===== src/rtl/serial_subtractor.sv =====
// Bit-serial unsigned subtractor: one difference bit per clock, LSB first,
// with a registered borrow; operands in and result out over valid/ready.
//
// state  | meaning
// S_IDLE | waiting for operands, start_ready_out=1
// S_RUN  | shifting one difference bit per clock
// S_DONE | result presented, waiting for done_ready_in
module serial_subtractor #(
  parameter int WIDTH = 8
) (
  input  logic             clk_in,
  input  logic             rst_n_in,
  input  logic             start_valid_in,
  output logic             start_ready_out,
  input  logic [WIDTH-1:0] a_in,
  input  logic [WIDTH-1:0] b_in,
  output logic [WIDTH-1:0] diff_out,
  output logic             borrow_out,
  output logic             done_valid_out,
  input  logic             done_ready_in
);

  localparam int CW = $clog2(WIDTH) + 1;

  typedef enum logic [1:0] {
    S_IDLE = 2'd0,
    S_RUN  = 2'd1,
    S_DONE = 2'd2
  } state_t;

  state_t           r_state;
  state_t           w_state_nxt;
  logic [WIDTH-1:0] r_a;
  logic [WIDTH-1:0] r_b;
  logic [WIDTH-1:0] r_diff;
  logic             r_br;
  logic             r_borrow;
  logic [CW-1:0]    r_cnt;

  logic w_start;
  logic w_run;
  logic w_last;
  logic w_a_bit;
  logic w_b_bit;
  logic w_d;
  logic w_br_nxt;

  // Operand registers shift right, so bit k of each operand is at [0] on RUN edge k.
  assign w_a_bit  = r_a[0];
  assign w_b_bit  = r_b[0];
  assign w_d      = w_a_bit ^ w_b_bit ^ r_br;
  assign w_br_nxt = (~w_a_bit & w_b_bit) | (~(w_a_bit ^ w_b_bit) & r_br);
  assign w_last   = (r_cnt == CW'(WIDTH - 1));
  assign w_run    = (r_state == S_RUN);

  always_ff @(posedge clk_in or negedge rst_n_in) begin
    if (!rst_n_in) begin
      r_state <= S_IDLE;
    end else begin
      r_state <= w_state_nxt;
    end
  end

  always_comb begin
    w_state_nxt     = r_state;
    w_start         = 1'b0;
    start_ready_out = 1'b0;
    done_valid_out  = 1'b0;
    case (r_state)
      S_IDLE: begin
        start_ready_out = 1'b1;
        if (start_valid_in) begin
          w_start     = 1'b1;
          w_state_nxt = S_RUN;
        end
      end
      S_RUN: begin
        if (w_last) begin
          w_state_nxt = S_DONE;
        end
      end
      S_DONE: begin
        done_valid_out = 1'b1;
        if (done_ready_in) begin
          w_state_nxt = S_IDLE;
        end
      end
      default: begin
        w_state_nxt = S_IDLE;
      end
    endcase
  end

  always_ff @(posedge clk_in or negedge rst_n_in) begin
    if (!rst_n_in) begin
      r_a      <= '0;
      r_b      <= '0;
      r_diff   <= '0;
      r_br     <= 1'b0;
      r_borrow <= 1'b0;
      r_cnt    <= '0;
    end else if (w_start) begin
      r_a   <= a_in;
      r_b   <= b_in;
      r_br  <= 1'b0;
      r_cnt <= '0;
    end else if (w_run) begin
      r_a    <= r_a >> 1;
      r_b    <= r_b >> 1;
      r_br   <= w_br_nxt;
      r_diff <= {w_d, r_diff[WIDTH-1:1]};
      r_cnt  <= r_cnt + 1'b1;
      if (w_last) begin
        r_borrow <= w_br_nxt;
      end
    end
  end

  assign diff_out   = r_diff;
  assign borrow_out = r_borrow;

endmodule


===== config.mk =====
export PLATFORM = sky130hd
export DESIGN_NAME = serial_subtractor
export DESIGN_NICKNAME = d
export VERILOG_FILES = /design/src/rtl/serial_subtractor.sv
export SDC_FILE = /design/constraint.sdc
export NUM_CORES = 1
export LEC_CHECK = 0
export CORE_MARGIN = 2
export CORE_UTILIZATION = 35
export CTS_CLUSTER_SIZE = 28
export DETAILED_ROUTE_END_ITERATION = 7
export PLACE_DENSITY = 0.65
export SYNTH_ARGS = -nofsm -noshare
export SYNTH_HDL_FRONTEND = slang
export SYNTH_SLANG_ARGS = --single-unit

===== constraint.sdc =====
create_clock -name clk_in -period 1.3 [get_ports clk_in]
set_clock_uncertainty 0.15 [all_clocks]
set_input_delay 0.39 -clock clk_in [delete_from_list [all_inputs] [get_ports clk_in]]
set_output_delay 0.39 -clock clk_in [all_outputs]
set_load 0.01 [all_outputs]

==> qor.yml <==
synthesis.area_um2: 1380
dp.cells: 232
start_util_pct: 37.0
totalWireLength_um: 3380
grt_pass1_vias: 1158
synth_area_leaders: "dfrtp_1 (58%), nand2_1 (17%), a22oi_1 (7.6%), buf_2 (1.8%), o21ai_0 (1.8%)"
cellLeakagePower_nw: 1.14
cts_buffer_depth: 2
via_per_inst: 4.80
ys_seq_area_share_pct: 58.2
drc: 0
gp_congestion: 0.727
fillCellCount: 334
grt_pass1_wl_um: 5360
nNetsFinal: 226
cp_max_fo: 3
worstSkewPairLatency_ps: 280
hold_violations: 0
reg2reg_to: "r_a[0]"
period_minus_slack_ps: 1530
port_buffers: 30
synth_top_area_share_pct: 58.2
netlist_instances: 142
seqCellArea_um2: 801
drive_gt1_share_pct: 40.5
root_buffer: "clkbuf_8"
fin_ws_ps: -232
violations: "negative setup slack"
dp_hpwl_um: 1980
drt_iter0_drc: 41
synth-seq-cells: 32
syn_nets: 164
rrSetupSlack_ps: -230
antenna_found_initial: 0
dpl_worst_slack_ps: -446
slowest_delay_ps: 410
vias: 1214
final-max-slew-violation-count: 0
syn2layout_area_growth_pct: 66.7
clock.fmax_mhz: 653
syn_avg_cell_area_um2: 9.68
io_pins: 31
cts_hold_buf: 0
max_slew.worst_pin.slew_ps: 297
slowest_stage: "dfrtp_1"
antenna_left: 0
core_area_um2: 3720
cp.required_ps: 760
tritoncts: "built"
yosysUniqueCellTypes: 20
cts_made_buffers: 5
vdd_ir_drop_max_v: 0.00109
synth_warnings: 0
post_drt_wl_per_cell_um: 13.3
rr_worst_depth: 6
rsz0062_at_grt: "yes"
finalHoldWorstSlack_ps: 318
crit_type: "flop to output port"
groute.usage.overall_pct: 16.8
diodes: 0
die_h_um: 66.7
multiInputGateArea_um2: 672
relSlewSlack_pct: 80.2
cap_violations: 0
std_cell_rows: 22
startpoint_type: "flop"
grt_max_degree: 33
grt_overflow: 0
fin_crit_sh_pct: 118
cts_sinks: 32
end_kind: "output port"
fin_cells: 253
worstHoldPathType: "primary input to async pin"
die_w_um: 66.7
htree_levels: 2
dieArea_um2: 4450
path_cells: "nand2b_4 -> inv_2 -> buf_6"
synth_top_area_cell: "dfrtp_1"
setup_viol: 41
reg2reg_from: "r_state[1]"
place_area_um2: 1890
pwr_density_cell_nw_per_um2: 2340
dr.pass1.iters: 4
cp.arrival_ps: 990
clk_pin_slew_ps: 60
outcome: "finished with violations"
postLayoutCellArea_um2: 2290
-- cell usage after synthesis, drive strengths merged --
cell / instances
a21o: 1
a22oi: 14
and3b: 1
buf: 8
dfrtp: 32
fa: 1
ha: 1
inv: 4
mux2i: 2
nand2: 61
nand2b: 3
nand4: 1
nor2: 1
nor2b: 1
nor3b: 2
o21ai: 5
o21bai: 3
o22ai: 1
-- routing by layer --
layer	global-route usage, %	vias up	wire length, um
met3	5.74	6	238
met2	29.5	38	1710
li1	-	588	-
met1	19.4	582	1390
met4	4.59	0	45
met5	0	-	0
-- power breakdown --
part,total (mW),internal (mW),switching [mW]
Combinational,2.76,1.54,1.22
Sequential,1.69,1.42,0.267
Clock,0.926,0.568,0.358
-- state kept, by name, indices dropped and copies added (netlist names) --
name	flops
diff_out	8
r_a	8
r_b	8
r_cnt	4
r_state	2
borrow_out	1
r_br	1
-- through the flow --
stage / TNS [ps] / util [%] / power (mW)
2_1_floorplan: 0 / - / 2.64
3_3_place_gp: -9060 / 50.8 / 3.56
3_5_place_dp: -9820 / 50.8 / 3.63
4_1_cts: -4260 / 59.5 / 5.12
5_1_grt: -6260 / 61.7 / 5.74
6_report: -4630 / 61.7 / 5.37
-- cells by family (layout without fill, tap and decap cells) --
family / after synthesis / after routing / synth area share (%)
AO/OA/AOI/OAI: 24 / 24 / 12.1
adder cells (fa/ha/maj): 2 / 2 / 2.37
buffers and inverters: 12 / 75 / 4.55
flip-flops: 32 / 32 / 58.2
multiplexers: 2 / 2 / 1.46
AND/OR/NAND/NOR: 70 / 70 / 21.3
-- worst max-delay path by stage --
stage                   startpoint              to  slack [ps]
floorplan               r_state[0]          r_a[0]          10
global placement    start_valid_in        r_cnt[3]        -420
detailed placement  start_valid_in        r_cnt[3]        -450
CTS                     r_state[0]  done_valid_out        -220
global route            r_state[0]  done_valid_out        -290
finish                  r_state[0]  done_valid_out        -230
-- area by class of cell --
| cell class | count | share of cell area, % |
|---|---|---|
| Clock inverter | 2 | 1.53 |
| Multi-Input combinational cell | 98 | 29.3 |
| Inverter | 4 | 0.655 |
| Clock buffer | 6 | 3.17 |
| Sequential cell | 32 | 34.9 |
| Tap cell | 48 | 2.62 |
| Timing Repair Buffer | 63 | 27.8 |
-- repair_timing --
action	4_1_cts	5_1_grt
gates cloned	4	1
gates resized for setup	75	23
endpoints found under the setup margin	42	42
hold endpoints to repair	0	0
pin swaps	13	27
setup buffers	4	7
-- placed cells by master, fill, tap and decap left out, types with 2 or more instances in the layout --
| master | netlist | layout |
|---|---|---|
| buf_12 | 0 | 4 |
| buf_6 | 0 | 8 |
| buf_4 | 3 | 20 |
| inv_1 | 4 | 3 |
| nand2_2 | 0 | 9 |
| buf_16 | 0 | 3 |
| clkbuf_8 | 0 | 5 |
| buf_2 | 5 | 9 |
| nand2_4 | 0 | 2 |
| mux2i_1 | 2 | 2 |
| clkdlybuf4s50_1 | 0 | 18 |
| o21bai_1 | 3 | 2 |
| o21ai_1 | 0 | 2 |
| dfrtp_1 | 32 | 32 |
| nand2_1 | 61 | 50 |
| nand2b_4 | 0 | 2 |
| o21ai_0 | 5 | 2 |
| a22oi_2 | 0 | 13 |
-- worst max-delay path, delay by kind of cell, from the launching register on --
kind / cells / cell delay, ps
AND/OR/NAND/NOR: 1 / 160
buffers and inverters: 2 / 140
flip-flops: 1 / 410
Note: power is estimated with default switching activity, not from simulation.
